`src/rtl/mem_port_arbiter_pkg.sv`:
```
// Shared types for the unified-memory port arbiter.
package mem_port_arbiter_pkg;

    typedef enum logic [1:0] {
        OWNER_NONE = 2'd0,
        OWNER_IF   = 2'd1,
        OWNER_DM   = 2'd2
    } mem_owner_e;

    typedef enum logic [0:0] {
        ARB_IDLE = 1'b0,
        ARB_BUSY = 1'b1
    } arb_state_e;

endpackage

```
`src/rtl/mem_port_arbiter_if.sv`:
```
// Requester and memory-side signals of the arbiter; slave is the arbiter, master its environment.
interface mem_port_arbiter_if #(
    parameter int unsigned ADDR_WIDTH = 32,
    parameter int unsigned DATA_WIDTH = 32
);
    localparam int unsigned BE_WIDTH = DATA_WIDTH / 8;

    logic                  if_req_i;
    logic [ADDR_WIDTH-1:0] if_addr_i;
    logic                  if_flush_i;
    logic                  if_gnt_o;
    logic                  if_rvalid_o;
    logic [DATA_WIDTH-1:0] if_rdata_o;

    logic                  dm_req_i;
    logic                  dm_we_i;
    logic [BE_WIDTH-1:0]   dm_be_i;
    logic [ADDR_WIDTH-1:0] dm_addr_i;
    logic [DATA_WIDTH-1:0] dm_wdata_i;
    logic                  dm_gnt_o;
    logic                  dm_rvalid_o;
    logic [DATA_WIDTH-1:0] dm_rdata_o;

    logic                  mem_req_o;
    logic                  mem_we_o;
    logic [BE_WIDTH-1:0]   mem_be_o;
    logic [ADDR_WIDTH-1:0] mem_addr_o;
    logic [DATA_WIDTH-1:0] mem_wdata_o;
    logic [DATA_WIDTH-1:0] mem_rdata_i;

    modport slave (
        input  if_req_i, if_addr_i, if_flush_i,
        output if_gnt_o, if_rvalid_o, if_rdata_o,
        input  dm_req_i, dm_we_i, dm_be_i, dm_addr_i, dm_wdata_i,
        output dm_gnt_o, dm_rvalid_o, dm_rdata_o,
        output mem_req_o, mem_we_o, mem_be_o, mem_addr_o, mem_wdata_o,
        input  mem_rdata_i
    );

    modport master (
        output if_req_i, if_addr_i, if_flush_i,
        input  if_gnt_o, if_rvalid_o, if_rdata_o,
        output dm_req_i, dm_we_i, dm_be_i, dm_addr_i, dm_wdata_i,
        input  dm_gnt_o, dm_rvalid_o, dm_rdata_o,
        input  mem_req_o, mem_we_o, mem_be_o, mem_addr_o, mem_wdata_o,
        output mem_rdata_i
    );

endinterface

```
`src/rtl/mem_port_arbiter.sv`:
```
// Shares one fixed-latency single-port memory between instruction fetch and data access.
// DM has priority; IF is forced through after STARVE_LIMIT consecutive losses.
module mem_port_arbiter
    import mem_port_arbiter_pkg::*;
#(
    parameter int unsigned ADDR_WIDTH   = 32,
    parameter int unsigned DATA_WIDTH   = 32,
    parameter int unsigned MEM_LATENCY  = 2,
    parameter int unsigned STARVE_LIMIT = 4
) (
    input logic               clk,
    input logic               rst_n,
    mem_port_arbiter_if.slave bus
);
    localparam int unsigned BE_WIDTH = DATA_WIDTH / 8;
    localparam int unsigned LAT_W    = $clog2(MEM_LATENCY + 1);
    localparam int unsigned STV_W    = $clog2(STARVE_LIMIT + 1);

    arb_state_e       state_q, state_d;
    mem_owner_e       owner_q, owner_d;
    logic [LAT_W-1:0] lat_cnt_q, lat_cnt_d;
    logic [STV_W-1:0] starve_cnt_q, starve_cnt_d;
    logic             drop_q, drop_d;
    logic             we_q, we_d;

    logic complete;
    logic can_grant;
    logic if_forced;
    logic dm_win;
    logic if_win;

    assign complete  = (state_q == ARB_BUSY) && (lat_cnt_q == LAT_W'(1));
    // Gated by rst_n so all outputs fall the moment reset asserts.
    assign can_grant = rst_n && ((state_q == ARB_IDLE) || complete);
    assign if_forced = (starve_cnt_q == STV_W'(STARVE_LIMIT)) && bus.if_req_i;
    assign dm_win    = can_grant && bus.dm_req_i && !if_forced;
    assign if_win    = can_grant && bus.if_req_i && !dm_win;

    always_comb begin
        bus.if_gnt_o    = if_win;
        bus.dm_gnt_o    = dm_win;
        bus.mem_req_o   = 1'b0;
        bus.mem_we_o    = 1'b0;
        bus.mem_be_o    = '0;
        bus.mem_addr_o  = '0;
        bus.mem_wdata_o = '0;
        if (dm_win) begin
            bus.mem_req_o   = 1'b1;
            bus.mem_we_o    = bus.dm_we_i;
            bus.mem_be_o    = bus.dm_be_i;
            bus.mem_addr_o  = bus.dm_addr_i;
            bus.mem_wdata_o = bus.dm_wdata_i;
        end else if (if_win) begin
            bus.mem_req_o  = 1'b1;
            bus.mem_be_o   = {BE_WIDTH{1'b1}};
            bus.mem_addr_o = bus.if_addr_i;
        end
    end

    always_comb begin
        // A flush landing in the completion cycle must still kill the response.
        bus.if_rvalid_o = complete && (owner_q == OWNER_IF) && !drop_q && !bus.if_flush_i;
        bus.dm_rvalid_o = complete && (owner_q == OWNER_DM);
        bus.if_rdata_o  = bus.if_rvalid_o ? bus.mem_rdata_i : '0;
        bus.dm_rdata_o  = (bus.dm_rvalid_o && !we_q) ? bus.mem_rdata_i : '0;
    end

    always_comb begin
        state_d   = state_q;
        owner_d   = owner_q;
        lat_cnt_d = lat_cnt_q;
        we_d      = we_q;
        drop_d    = drop_q;
        if (dm_win || if_win) begin
            state_d   = ARB_BUSY;
            owner_d   = dm_win ? OWNER_DM : OWNER_IF;
            lat_cnt_d = LAT_W'(MEM_LATENCY);
            we_d      = dm_win && bus.dm_we_i;
            drop_d    = 1'b0;
        end else if (complete) begin
            state_d   = ARB_IDLE;
            owner_d   = OWNER_NONE;
            lat_cnt_d = '0;
            we_d      = 1'b0;
            drop_d    = 1'b0;
        end else if (state_q == ARB_BUSY) begin
            lat_cnt_d = lat_cnt_q - LAT_W'(1);
            if (bus.if_flush_i && (owner_q == OWNER_IF)) begin
                drop_d = 1'b1;
            end
        end
    end

    always_comb begin
        starve_cnt_d = starve_cnt_q;
        if (!bus.if_req_i || if_win) begin
            starve_cnt_d = '0;
        end else if (dm_win && (starve_cnt_q != STV_W'(STARVE_LIMIT))) begin
            starve_cnt_d = starve_cnt_q + STV_W'(1);
        end
    end

    always_ff @(posedge clk or negedge rst_n) begin
        if (!rst_n) begin
            state_q      <= ARB_IDLE;
            owner_q      <= OWNER_NONE;
            lat_cnt_q    <= '0;
            starve_cnt_q <= '0;
            drop_q       <= 1'b0;
            we_q         <= 1'b0;
        end else begin
            state_q      <= state_d;
            owner_q      <= owner_d;
            lat_cnt_q    <= lat_cnt_d;
            starve_cnt_q <= starve_cnt_d;
            drop_q       <= drop_d;
            we_q         <= we_d;
        end
    end

endmodule

```
`src/flat_wrapper.sv`:
```
// flat-port wrapper written by rule: the top's interface ports become plain ports
module mem_port_arbiter_flat import mem_port_arbiter_pkg::*;
#(
    parameter int unsigned ADDR_WIDTH   = 32,
    parameter int unsigned DATA_WIDTH   = 32,
    parameter int unsigned MEM_LATENCY  = 2,
    parameter int unsigned STARVE_LIMIT = 4
)
  (clk, rst_n, bus_if_req_i, bus_if_addr_i, bus_if_flush_i, bus_if_gnt_o, bus_if_rvalid_o, bus_if_rdata_o, bus_dm_req_i, bus_dm_we_i, bus_dm_be_i, bus_dm_addr_i, bus_dm_wdata_i, bus_dm_gnt_o, bus_dm_rvalid_o, bus_dm_rdata_o, bus_mem_req_o, bus_mem_we_o, bus_mem_be_o, bus_mem_addr_o, bus_mem_wdata_o, bus_mem_rdata_i);
  mem_port_arbiter_if #(.ADDR_WIDTH(ADDR_WIDTH), .DATA_WIDTH(DATA_WIDTH)) bus_i ();
  input logic clk;
  input logic rst_n;
  input wire logic [$bits(bus_i.if_req_i)-1:0] bus_if_req_i;
  input wire logic [$bits(bus_i.if_addr_i)-1:0] bus_if_addr_i;
  input wire logic [$bits(bus_i.if_flush_i)-1:0] bus_if_flush_i;
  output wire logic [$bits(bus_i.if_gnt_o)-1:0] bus_if_gnt_o;
  output wire logic [$bits(bus_i.if_rvalid_o)-1:0] bus_if_rvalid_o;
  output wire logic [$bits(bus_i.if_rdata_o)-1:0] bus_if_rdata_o;
  input wire logic [$bits(bus_i.dm_req_i)-1:0] bus_dm_req_i;
  input wire logic [$bits(bus_i.dm_we_i)-1:0] bus_dm_we_i;
  input wire logic [$bits(bus_i.dm_be_i)-1:0] bus_dm_be_i;
  input wire logic [$bits(bus_i.dm_addr_i)-1:0] bus_dm_addr_i;
  input wire logic [$bits(bus_i.dm_wdata_i)-1:0] bus_dm_wdata_i;
  output wire logic [$bits(bus_i.dm_gnt_o)-1:0] bus_dm_gnt_o;
  output wire logic [$bits(bus_i.dm_rvalid_o)-1:0] bus_dm_rvalid_o;
  output wire logic [$bits(bus_i.dm_rdata_o)-1:0] bus_dm_rdata_o;
  output wire logic [$bits(bus_i.mem_req_o)-1:0] bus_mem_req_o;
  output wire logic [$bits(bus_i.mem_we_o)-1:0] bus_mem_we_o;
  output wire logic [$bits(bus_i.mem_be_o)-1:0] bus_mem_be_o;
  output wire logic [$bits(bus_i.mem_addr_o)-1:0] bus_mem_addr_o;
  output wire logic [$bits(bus_i.mem_wdata_o)-1:0] bus_mem_wdata_o;
  input wire logic [$bits(bus_i.mem_rdata_i)-1:0] bus_mem_rdata_i;
  assign bus_i.if_req_i = bus_if_req_i;
  assign bus_i.if_addr_i = bus_if_addr_i;
  assign bus_i.if_flush_i = bus_if_flush_i;
  assign bus_if_gnt_o = bus_i.if_gnt_o;
  assign bus_if_rvalid_o = bus_i.if_rvalid_o;
  assign bus_if_rdata_o = bus_i.if_rdata_o;
  assign bus_i.dm_req_i = bus_dm_req_i;
  assign bus_i.dm_we_i = bus_dm_we_i;
  assign bus_i.dm_be_i = bus_dm_be_i;
  assign bus_i.dm_addr_i = bus_dm_addr_i;
  assign bus_i.dm_wdata_i = bus_dm_wdata_i;
  assign bus_dm_gnt_o = bus_i.dm_gnt_o;
  assign bus_dm_rvalid_o = bus_i.dm_rvalid_o;
  assign bus_dm_rdata_o = bus_i.dm_rdata_o;
  assign bus_mem_req_o = bus_i.mem_req_o;
  assign bus_mem_we_o = bus_i.mem_we_o;
  assign bus_mem_be_o = bus_i.mem_be_o;
  assign bus_mem_addr_o = bus_i.mem_addr_o;
  assign bus_mem_wdata_o = bus_i.mem_wdata_o;
  assign bus_i.mem_rdata_i = bus_mem_rdata_i;
  mem_port_arbiter #(.ADDR_WIDTH(ADDR_WIDTH), .DATA_WIDTH(DATA_WIDTH), .MEM_LATENCY(MEM_LATENCY), .STARVE_LIMIT(STARVE_LIMIT)) u_core (.clk(clk), .rst_n(rst_n), .bus(bus_i));
endmodule
```
`config.mk`:
```
export PLATFORM = sky130hd
export DESIGN_NAME = mem_port_arbiter_flat
export DESIGN_NICKNAME = d
export VERILOG_FILES = /design/src/rtl/mem_port_arbiter_pkg.sv /design/src/rtl/mem_port_arbiter_if.sv /design/src/rtl/mem_port_arbiter.sv /design/src/flat_wrapper.sv
export SDC_FILE = /design/constraint.sdc
export NUM_CORES = 1
export LEC_CHECK = 0
export CORE_AREA = 2 2 107 109
export CTS_BUF_LIST = sky130_fd_sc_hd__clkbuf_8
export CTS_CLUSTER_SIZE = 8
export DETAILED_ROUTE_END_ITERATION = 8
export DIE_AREA = 0 0 109 111
export DONT_BUFFER_PORTS = 1
export PLACE_DENSITY = 0.4
export SYNTH_ARGS = -nofsm -noshare
export SYNTH_HDL_FRONTEND = slang
export SYNTH_SLANG_ARGS = --single-unit
```
`constraint.sdc`:
```
create_clock -name clk -period 2.2 [get_ports clk]
set_input_delay 0.44 -clock clk [delete_from_list [all_inputs] [get_ports clk]]
set_output_delay 0.44 -clock clk [all_outputs]
set_load 0.02 [all_outputs]
```
==> reports/summary.md, run 1 <==
The first-pass GRT wire length is 11870 um, and the number of pins exceeding their max-slew limit in the final report is 0. The clock-pin transition on the worst setup and hold timing paths works out to 0.05 ns. The multi-input combinational cells in the finished layout cover a total of 1637 um^2. The detailed-route DRC error count is 0.

Setup repair after global routing could not meet its margin everywhere. The tree is rooted in a clkbuf_8. The logs give 1.171 nW for the leakage power and 0 for the number of nets with antenna violations after detailed routing. In this run the critical register-to-register path is launched from u_core.lat_cnt_q[0]. The detailed placer's ending HPWL is 7180 um, and the number of buffers created by CTS is 3.

The run gives 0 as the reported max-cap violation count. The class of the worst hold path was input port to flop. The area of the die came out at 12100 um^2. Width of the die: 109 um. The sink of the worst hold path is u_core.we_q. Headroom to the max-slew limit: 0.6908. At the pin with the least slew margin, the transition time is 0.4622 ns. Power spread over the standard cell area amounts to 719.8 nW/um^2.

Once placement finished, the instance area stood at 2313 um^2. The congestion estimate from routability-driven global placement came to 0.7475. The longest clock path from root to sink contains 2 buffers. The finished cells cover 2685 um^2. Measured in cells, the most critical reg-to-reg path has a length of 5. TritonCTS built the clock tree. Traced cell by cell, the critical path runs through inv_2 -> ha_4 -> nand2_4 -> nor4b_4 -> buf_4 -> clkbuf_16 -> and2_4. The first detailed-routing pass ran for 4 iterations. The site row count is 39, and the effective utilization at floorplan is 0.1667.

The logs give 1 for the total number of H-tree levels and 0 for the final setup violation count. The netlist uses 32 different library cells. The initial antenna violation count was 2; the final number of hold-violating endpoints was 0. Most common cell after layout, fill and taps aside: and2_2.

The worst-path maximum fanout came out at 8. The fraction of final layout cells with drive strength greater than 1 is 0.5294, and the upper clock frequency limit is 466.9 MHz. During I/O placement, the number of pins put on the boundary was 276. The routed design could run at a clock period as short as 2.142 ns. The end of the worst register-to-register path is u_core.owner_q[0]. The Yosys step of the flow raised 0 warnings. The arrival time reported for the critical path endpoint came out at 1.70 ns.

The worst setup path is of the flop to output port kind. The initial detailed-routing violation count is 95, and the number of nets in the synthesized netlist is 433. The detailed-route wire length per cell works out to 19.63 um. Number of sinks on the clock net: 10. The sort of element at the end of the critical path is an output port. Dividing the detail-routed via count by the number of cells gives 4.827. In this run the register-to-register setup slack is 0.66 ns. Across all layers, the routed design uses 2259 vias. The tools report the number of nets in the layout as 465. Registers take 251.5 um^2. The tools report the endpoint required time on the critical path as 1.76 ns. The area growth from synthesis to layout is 45.39%. The setup slack after placement came out at 0.1593 ns. Final setup slack of the worst path: 0.05823 ns. Input and output buffers added on the ports amount to 0. The clock reaches the later pin of the worst-skew pair after 0.24 ns.

The residual overflow from global routing came out at 0. The netlist area before placement was 1847 um^2; the average footprint of a synthesized cell was 6.325 um^2. The core outline area was 11080 um^2; the number of global-route vias before repair was 2047. For the share of synthesized area occupied by flip-flops and latches, the log shows 0.1355. The final cycle utilization of the critical path is 0.9735. The flow ran to the end, and the final reports show no timing, DRC or antenna violations. The hold path depth came out at 1. The run gives 292 as the number of cells produced by synthesis. The post-detailed-routing wire length was 9189 um.

The biggest cell delay along the critical path was 0.36 ns. VDD sags by at most 0.2568 mV. Entering global routing, the biggest net connects 44 pins. From bottom edge to top edge, the die measures 111 um. STA classifies the critical path startpoint as a flop. Startpoint of the lowest-slack hold path: bus_dm_we_i. The count of fill cells added during filler insertion is 1240. The worst-path cell with the longest stage delay was dfrtp_1.

The synthesized design contains 10 register bits. The worst-case clock skew was 0.001339 ns. The tools report the overall track demand over capacity in global routing as 0.1269. The library cells used most frequently in the layout, excluding fill and tap cells, are 80 x and2_2, 65 x nand3_1, 46 x buf_4, 38 x a21oi_1, 17 x and2_4.
==> Yosys cell counts, drive strengths merged <==
master   n  share of area
nor4     1          0.012
buf     15          0.042
a31oi    1         0.0034
nand2b   2         0.0068
a21boi   1         0.0041
nor2     6          0.012
dfrtp   10           0.14
and4     1         0.0047
and2    97           0.33
nand3   66           0.18
nand4    2         0.0068
ha       3          0.020
a22o     1         0.0047
nand2   13          0.028
o221ai   1         0.0047
a21oi   38           0.10
o21ai    5          0.014
inv      5          0.010
nor3b    1         0.0041
a21bo    1         0.0054
clkbuf  15          0.031
a2bb2o   1         0.0054
nor4b    1          0.013
nor2b    1         0.0034
o21a     2         0.0081
or4      1         0.0041
a21o     1         0.0041
==> through the flow <==
stage	hold slack [ns]	std cells	total power, mW	util	setup TNS [ns]
after floorplan	0.1444	292	1.163	-	0
after global placement	0.1447	453	1.462	0.2089	0
after detailed placement	0.1448	453	1.473	0.2089	0
after CTS	0.3490	462	1.882	0.2307	0
after global routing	0.3611	468	2.047	0.2424	-0.2967
final	0.3557	468	1.933	0.2424	0
==> cell type report <==
type | count | area share
flip-flops and latches | 10 | 0.09366
multi-input cells | 247 | 0.6095
diodes | 2 | 0.001864
clock buffers | 4 | 0.02050
repair buffers | 57 | 0.2008
well taps | 143 | 0.06664
inverters | 5 | 0.006990
==> how the worst max path moves through the flow <==
stage,start,to,cells after the start
3_3_place_gp,u_core.lat_cnt_q[1],bus_mem_wdata_o[0],6
2_1_floorplan,u_core.starve_cnt_q[0],bus_mem_addr_o[10],7
6_report,u_core.lat_cnt_q[1],bus_dm_rdata_o[30],7
4_1_cts,u_core.lat_cnt_q[1],bus_dm_rdata_o[31],7
3_5_place_dp,u_core.lat_cnt_q[1],bus_mem_wdata_o[0],6
5_1_grt,u_core.lat_cnt_q[1],bus_dm_rdata_o[20],7
==> timing repair <==
| action | 4_1_cts | 5_1_grt |
|---|---|---|
| hold endpoints to repair | 10 | 0 |
| endpoints found under the setup margin | 107 | 130 |
| hold buffers | 1 | 0 |
| resized for setup | 63 | 66 |
| pin swaps | 1 | 19 |
| gates cloned | 1 | 2 |
| setup buffers | 3 | 3 |
==> critical path: cells and delay by family (launching register included) <==
family,cells,cell delay (ns)
adder cells (fa/ha/maj),1,0.16
buffers and inverters,3,0.41
flip-flops,1,0.36
AND/OR/NAND/NOR,3,0.53
==> cell families (layout without fill, tap and decap cells) <==
family | after synthesis | count (layout) | synth area share
AND/OR/NAND/NOR | 192 | 192 | 0.6043
other | 0 | 2 | 0
flip-flops | 10 | 10 | 0.1355
AO/OA/AOI/OAI | 52 | 52 | 0.1565
adder cells (fa/ha/maj) | 3 | 3 | 0.02033
buffers and inverters | 35 | 66 | 0.08333
==> flip-flops by register name, summed over array words and instances, names as in the netlist <==
| name | flops |
|---|---|
| u_core.starve_cnt_q | 3 |
| u_core.owner_q | 2 |
| u_core.lat_cnt_q | 2 |
| u_core.we_q | 1 |
| u_core.state_q | 1 |
| u_core.drop_q | 1 |
==> power breakdown <==
group | internal, mW | switching, mW | total [mW]
clock network | 0.158 | 0.0772 | 0.235
logic | 0.578 | 0.784 | 1.36
registers | 0.250 | 0.0852 | 0.335
==> routing by layer <==
metal  global-route usage  part of all wire  vias up
met5                    0                 0        -
met4              0.02137            0.0029        0
met3              0.03351              0.11        4
met2               0.2484              0.53      169
met1               0.1330              0.35     1036
li1                     -                 -     1050
Note: power is estimated with default switching activity, not from simulation.
==> run 2, diff against run 1 <==
--- a/config.mk
+++ b/config.mk
@@ -11,7 +11,9 @@
 export DETAILED_ROUTE_END_ITERATION = 8
 export DIE_AREA = 0 0 109 111
 export DONT_BUFFER_PORTS = 1
+export GPL_TIMING_DRIVEN = 0
 export PLACE_DENSITY = 0.4
+export REMOVE_ABC_BUFFERS = 1
 export SYNTH_ARGS = -nofsm -noshare
 export SYNTH_HDL_FRONTEND = slang
 export SYNTH_SLANG_ARGS = --single-unit
==> reports/summary.md, run 2 (synthesis results as in run 1) <==
The flow ran to the end, but the final reports show violations. The checks that failed: setup timing. The tools report the post-detailed-routing wire length as 10290 um (+12%). For the initial detailed-routing violation count, the log shows 119 (+25%).

The min-delay analysis places its worst path in the category input port to flop. The tools report the worst-case clock skew as 0.003130 ns (+0.001791 ns). Source of the worst register-to-register timing path: u_core.lat_cnt_q[0]. The run gives 0 (unchanged) as the final number of hold-violating endpoints. The library cell used most frequently in the layout, excluding fill and tap cells, is nand3_1.

Leaving out fill and tap cells, the most frequent cells in the layout are 65 x nand3_1, 46 x and2_4, 34 x and2_2, 21 x buf_4, 20 x a21oi_4. The effective utilization at floorplan is 0.1667 (unchanged), and the core outline area is 11080 um^2 (unchanged). The initial antenna violation count is 0 (-2), and the number of diodes added for antenna fixing is 0 (-2). The critical path starts at u_core.lat_cnt_q[1]. The detailed-route vias per instance was 5.304 (+9.9%); the final core utilization was 0.2760 (+0.03355). For the total area of multi-input combinational cells, the log shows 2192 um^2 (+34%).

The global routing met3 resource utilization is 0.01176 (-0.02175). The total of buffers placed on input and output ports was 0 (unchanged). Flip-flop count of the largest register, all copies and words added: 3 (unchanged). Transition at the pin with the smallest max-transition slack: 0.7262 ns (+0.2639 ns). Critical path start-end classification: flop to output port. For the placed cell area, the log shows 1891 um^2 (-18%). The logs give 0.1649 (+0.03193) for the global-route track usage on met1 and 255.2 um^2 (+1.5%) for the sequential cell area in the final layout. The post-synthesis to final-layout area growth is 65.51%. The run gives 2 (unchanged) as the maximum clock insertion buffer count. The run gives 6059 um (-16%) as the detailed placer's ending HPWL. The reported max-cap violation count was 0 (unchanged); the final cycle utilization of the critical path was 1.022 (+0.04878). Counting flops per register, the top entry is u_core.starve_cnt_q. The worst-path maximum fanout came out at 7 (-1). First-pass GRT wire length: 12930 um (+8.9%). The number of buffers created by CTS was 3 (unchanged). The clock-pin transition on the worst setup and hold timing paths is 0.05 ns (about the same).

The run gives 0.1423 (+0.01543) as the overall track demand over capacity in global routing. The worst setup path is launched from a flop. Sort of element at the end of the critical path: an output port.

The residual overflow from global routing is 0 (unchanged). The tools report the headroom to the max-slew limit as 0.5123 (-0.1786). The run gives 2155 (+5.3%) as the number of global-route vias before repair.

The largest net degree at the start of global routing was 46 (+4.5%); the die extent in y was 111 um (unchanged). Count of fill cells added during filler insertion: 1170 (-5.6%). The upper clock frequency limit was 444.6 MHz (-4.8%). The detailed-route wire length per cell came out at 22.67 um (+15%). Leakage power: 1.088 nW (-7.1%). The tools report the post-route cell area as 3057 um^2 (+14%). The width of the die was 109 um (unchanged); the top-level I/O count was 276 (unchanged). met2 is the most crowded layer.

The fraction of final layout cells with drive strength greater than 1 was 0.5949 (+0.06544). Total power divided by cell area: 786.4 nW/um^2 (+9.3%). Clock tree synthesis selected as its root buffer the cell clkbuf_8. Number of pins exceeding their max-slew limit in the final report: 0 (unchanged). TritonCTS built the clock tree. Slack of the worst reg-to-reg path: 0.48 ns (-0.18 ns).

Overall via count from detail_route: 2408 (+6.6%). The final critical path time including I/O delays and setup came out at 2.249 ns (+0.1073 ns). The total number of H-tree levels came out at 1 (unchanged). The logs give 12100 um^2 (unchanged) for the area of the die and 0.2775 mV (+8.1%) for the worst IR drop on VDD. The source-to-sink clock delay at the later pin of the worst-skew pair was 0.24 ns (about the same); the endpoint required time on the critical path was 1.76 ns (about the same). The placer's final routability congestion estimate came out at 0.7247 (-3.1%). The startpoint of the lowest-slack hold path is bus_dm_we_i. The largest registers in the layout are u_core.starve_cnt_q (3), u_core.lat_cnt_q (2), u_core.owner_q (2). The logs give 453 (-2.6%) for the number of nets in the layout and 0 (unchanged) for the detailed-route DRC error count. The first-pass detailed-route iteration total is 4 (unchanged).

The run gives 0 (unchanged) as the number of nets with antenna violations after detailed routing. The final setup slack of the worst path was -0.04910 ns (-0.1073 ns); the arrival time reported for the critical path endpoint was 1.81 ns (+0.11 ns). For the global-route met2 utilization, the log shows 0.2749 (+0.02650). Setup repair after global routing could not meet its margin everywhere. The tools report the final setup violation count as 29 (+29). Site row count: 39 (unchanged).

The summed negative setup slack over all endpoints was -0.5890 ns (-0.5890 ns); the number of sinks on the clock net was 10 (unchanged).
-- run 2: cell types whose count changed in the layout (fill, tap and decap cells not counted), sizes merged --
cell,before,now
a21bo,1,3
and4,1,5
buf,54,31
clkbuf,6,5
diode,2,0
nand2,13,14
nand3,66,67
nor4,1,4
nor4b,1,2
-- run 2: path summary, 6_finish.rpt --
kind,end,cells after the start
max reg2reg,u_core.owner_q[0],5
min in group asynchronous,u_core.starve_cnt_q[2],1
min reg2reg,u_core.starve_cnt_q[1],2
max in group asynchronous,u_core.drop_q,1
max,bus_if_rdata_o[2],9
min,u_core.we_q,1
-- run 2: cell type report --
cell class              instances  share of cell area
inverters                       5            0.006140
well taps                     143             0.05853
repair buffers                 33              0.1167
multi-input cells             259              0.7172
flip-flops and latches         10             0.08350
clock buffers                   4             0.01801
-- run 2: through the flow --
stage               hold WS, ns  total power, mW  std cells  worst slack [ns]
floorplan                0.1444            1.094        262           -0.2600
global placement         0.1447            1.247        405           -0.7966
detailed placement       0.1447            1.253        405           -0.8179
CTS                      0.3496            2.105        431           -0.2026
global route             0.3523            2.525        454           -0.1096
finish                   0.3521            2.404        454          -0.04910
-- run 2: where the power goes --
part / switching (mW) / internal, mW
sequential: 0.150 / 0.254
clock: 0.0793 / 0.158
combinational: 1.07 / 0.692
total: 1.30 / 1.10
-- run 2: per-layer routing --
metal | wire (um) | vias to the layer above
met1 | 3890 | 1157
met2 | 5541 | 184
met5 | 0 | -
met4 | 179 | 0
li1 | - | 1057
met3 | 678 | 10
-- run 2: worst max-delay path, stage by stage (launching register included) --
cell and delay, ns:
dfrtp_1 0.37, inv_2 0.07, ha_4 0.16, nand2_8 0.08
buf_6 0.14, buf_6 0.11, nor4_4 0.12, buf_4 0.18
clkbuf_16 0.15, and2_4 0.18
-- run 2: timing repair --
| item | 4_1_cts | 5_1_grt |
|---|---|---|
| hold endpoints to repair | 10 | 0 |
| setup endpoints to repair | 142 | 127 |
| resized for setup | 165 | 63 |
| pin swaps | 32 | 32 |
| hold buffers | 1 | 0 |
| cloned | 8 | 6 |
| setup buffers | 13 | 17 |
==> run 3, diff against run 2 <==
--- a/config.mk
+++ b/config.mk
@@ -5,14 +5,14 @@
 export SDC_FILE = /design/constraint.sdc
 export NUM_CORES = 1
 export LEC_CHECK = 0
-export CORE_AREA = 2 2 107 109
+export CORE_AREA = 8 8 101 103
 export CTS_BUF_LIST = sky130_fd_sc_hd__clkbuf_8
 export CTS_CLUSTER_SIZE = 8
 export DETAILED_ROUTE_END_ITERATION = 8
 export DIE_AREA = 0 0 109 111
 export DONT_BUFFER_PORTS = 1
 export GPL_TIMING_DRIVEN = 0
-export PLACE_DENSITY = 0.4
+export PLACE_DENSITY = 0.45
 export REMOVE_ABC_BUFFERS = 1
 export SYNTH_ARGS = -nofsm -noshare
 export SYNTH_HDL_FRONTEND = slang
==> reports/summary.md, run 3 (synthesis results as in run 1) <==
The die extent in y is 111 um (unchanged), and the detailed-route vias per instance is 5.912 (+11%). The worst IR drop on VDD was 0.3142 mV (+13%). Sort of element at the end of the critical path: an output port.

The critical path is of the flop to output port type. Tracing the worst setup path back leads to its startpoint at u_core.lat_cnt_q[1]. The startpoint identified for the worst register-to-register timing path is u_core.lat_cnt_q[0]. The post-synthesis to final-layout area growth works out to 66.06%. The total power divided by cell area came out at 839.8 nW/um^2 (+6.8%).

The initial detailed-routing violation count was 130 (+9.2%); the initial antenna violation count was 0 (unchanged). The fraction of final layout cells with drive strength greater than 1 is 0.6367 (+0.04180), and the number of diodes added for antenna fixing is 0 (unchanged). The logs give 1.83 ns (+0.02 ns) for the arrival time reported for the critical path endpoint and 0.2160 (+0.04926) for the effective utilization at floorplan.

Setup repair after global routing could not meet its margin everywhere. The number of nets with antenna violations after detailed routing was 0 (unchanged). The tightest hold margin came out at 0.3481 ns (-0.003909 ns). The final setup slack of the worst path was -0.07381 ns (-0.02472 ns). The detailed-route DRC error count is 0 (unchanged). The checks that failed: setup timing. The total chip power was 2.575 mW (+7.1%); the number of global-route vias before repair was 2482 (+15%). Worst-case clock skew: 0.004254 ns (+0.001124 ns).

The site row count came out at 34 (-13%). The number of sinks on the clock net was 10 (unchanged); the detailed-route wire length per cell was 29.29 um (+29%). The placer's final routability congestion estimate was 0.9062 (+25%); the clock-pin transition on the worst setup and hold timing paths was 0.05 ns (about the same). First-pass GRT wire length: 15480 um (+20%). The run gives 0 (unchanged) as the final number of hold-violating endpoints. The maximum clock insertion buffer count was 2 (unchanged). The tools report the top-level I/O count as 276 (unchanged).

The detailed placer's ending HPWL came out at 7851 um (+30%). The core outline area is 8551 um^2 (-23%), and the upper clock frequency limit is 439.8 MHz (-1.1%). STA classifies the critical path startpoint as a flop. TritonCTS built the clock tree. The flip-flop count of the largest register, all copies and words added works out to 3 (unchanged). The area of the die came out at 12100 um^2 (unchanged). The largest registers in the layout are u_core.starve_cnt_q (3), u_core.lat_cnt_q (2), u_core.owner_q (2). For the leakage power, the log shows 1.098 nW (+0.88%). The worst hold path begins at bus_dm_we_i.

The worst-path maximum fanout is 7 (unchanged), and the summed negative setup slack over all endpoints is -1.176 ns (-0.5866 ns). The overall via count from detail_route came out at 2477 (+2.9%). The tools report the clock tree root driver cell as clkbuf_8.

The run finished, with violations left. The run gives 0 (unchanged) as the reported max-cap violation count. The register with the most flip-flops is u_core.starve_cnt_q. The number of nets in the layout was 453 (unchanged). In this run the worst hold path is classified as input port to flop. The source-to-sink clock delay at the later pin of the worst-skew pair came out at 0.24 ns (about the same). The overall track demand over capacity in global routing is 0.1650 (+0.02264), and the endpoint required time on the critical path is 1.76 ns (about the same).

The largest net degree at the start of global routing was 46 (unchanged). Total of buffers placed on input and output ports: 0 (unchanged). For the number of pins exceeding their max-slew limit in the final report, the log shows 0 (unchanged). The final core utilization came out at 0.3586 (+0.08270). The transition at the pin with the smallest max-transition slack is 0.7667 ns (+0.04053 ns), and the width of the die is 109 um (unchanged). The number of buffers created by CTS was 3 (unchanged); the post-route non-filler standard cell count was 419 (-7.7%).

The total number of H-tree levels is 1 (unchanged), and the post-placement cell count is 370 (-8.6%). The tools report the final setup violation count as 20 (-31%). In the layout the commonest cells are 65 x nand3_1, 48 x and2_2, 46 x and2_4, 26 x a21oi_4, 21 x buf_4. The residual overflow from global routing was 0 (unchanged); the final cycle utilization of the critical path was 1.034 (+0.01124). First-pass detailed-route iteration total: 4 (unchanged).

The final critical path time including I/O delays and setup was 2.274 ns (+0.02472 ns); the post-detailed-routing wire length was 12270 um (+19%). Headroom to the max-slew limit: 0.4850 (-0.02722). Leaving out fill and tap cells, the most frequent cell in the layout is nand3_1.
[run 3: cell types whose count changed in the layout (fill, tap and decap cells not counted), sizes merged]
cell   delta
buf       -1
nand2     +2
and4      -1
[run 3: area by class of cell]
class	count	area, um^2
flip-flops and latches	10	254.0
repair buffers	32	311.5
well taps	108	135.1
multi-input cells	260	2292
clock buffers	4	55.05
inverters	5	18.77
fillers	847	5484
[run 3: path summary, 6_finish.rpt]
| path | to | slack [ns] | cells after the start |
|---|---|---|---|
| setup / recovery | bus_if_rdata_o[9] | -0.07 | 8 |
| hold / removal | u_core.we_q | 0.35 | 1 |
| setup reg to reg | u_core.owner_q[0] | 0.48 | 6 |
| hold reg to reg | u_core.owner_q[1] | 0.57 | 1 |
| max in group asynchronous | u_core.owner_q[0] | 1.21 | 1 |
| min in group asynchronous | u_core.starve_cnt_q[1] | 0.61 | 1 |
[run 3: where the power goes]
part	total [mW]	internal [mW]	switching, mW	leakage [nW]
Sequential	0.395	0.253	0.142	0.124
Clock	0.235	0.158	0.0773	0.0288
Combinational	1.95	0.782	1.16	0.945
Total	2.58	1.19	1.38	1.10
[run 3: metrics by stage]
step                      cell area, um^2  setup WS (ns)
final                                3067       -0.07381
after global routing                 3067        -0.1813
after CTS                            2623        -0.2287
after detailed placement             1847        -0.7018
after global placement               1847        -0.6773
after floorplan                      1712        -0.2600
[run 3: per-layer routing]
layer,part of all wire,track usage,wire length [um],up-vias
li1,-,-,-,1057
met3,0.11,0.03895,1371,8
met2,0.55,0.3254,6689,207
met5,0,0,0,-
met4,0.013,0.04840,159,0
met1,0.33,0.1598,4052,1205
[run 3: timing repair]
| action | 4_1_cts | 5_1_grt |
|---|---|---|
| endpoints found under the hold margin | 10 | 0 |
| pin swaps | 29 | 37 |
| gates cloned | 8 | 6 |
| resized for setup | 151 | 100 |
| hold buffers | 1 | 0 |
| buffers inserted | 13 | 18 |
| setup endpoints to repair | 141 | 135 |
[run 3: critical path, stage by stage (launching register included)]
cell and delay, ns:
dfrtp_1 0.36, inv_2 0.07, ha_4 0.17, nand2_8 0.08, buf_6 0.14, buf_6 0.11, nor4_4 0.27, buf_4 0.20
and2_4 0.18
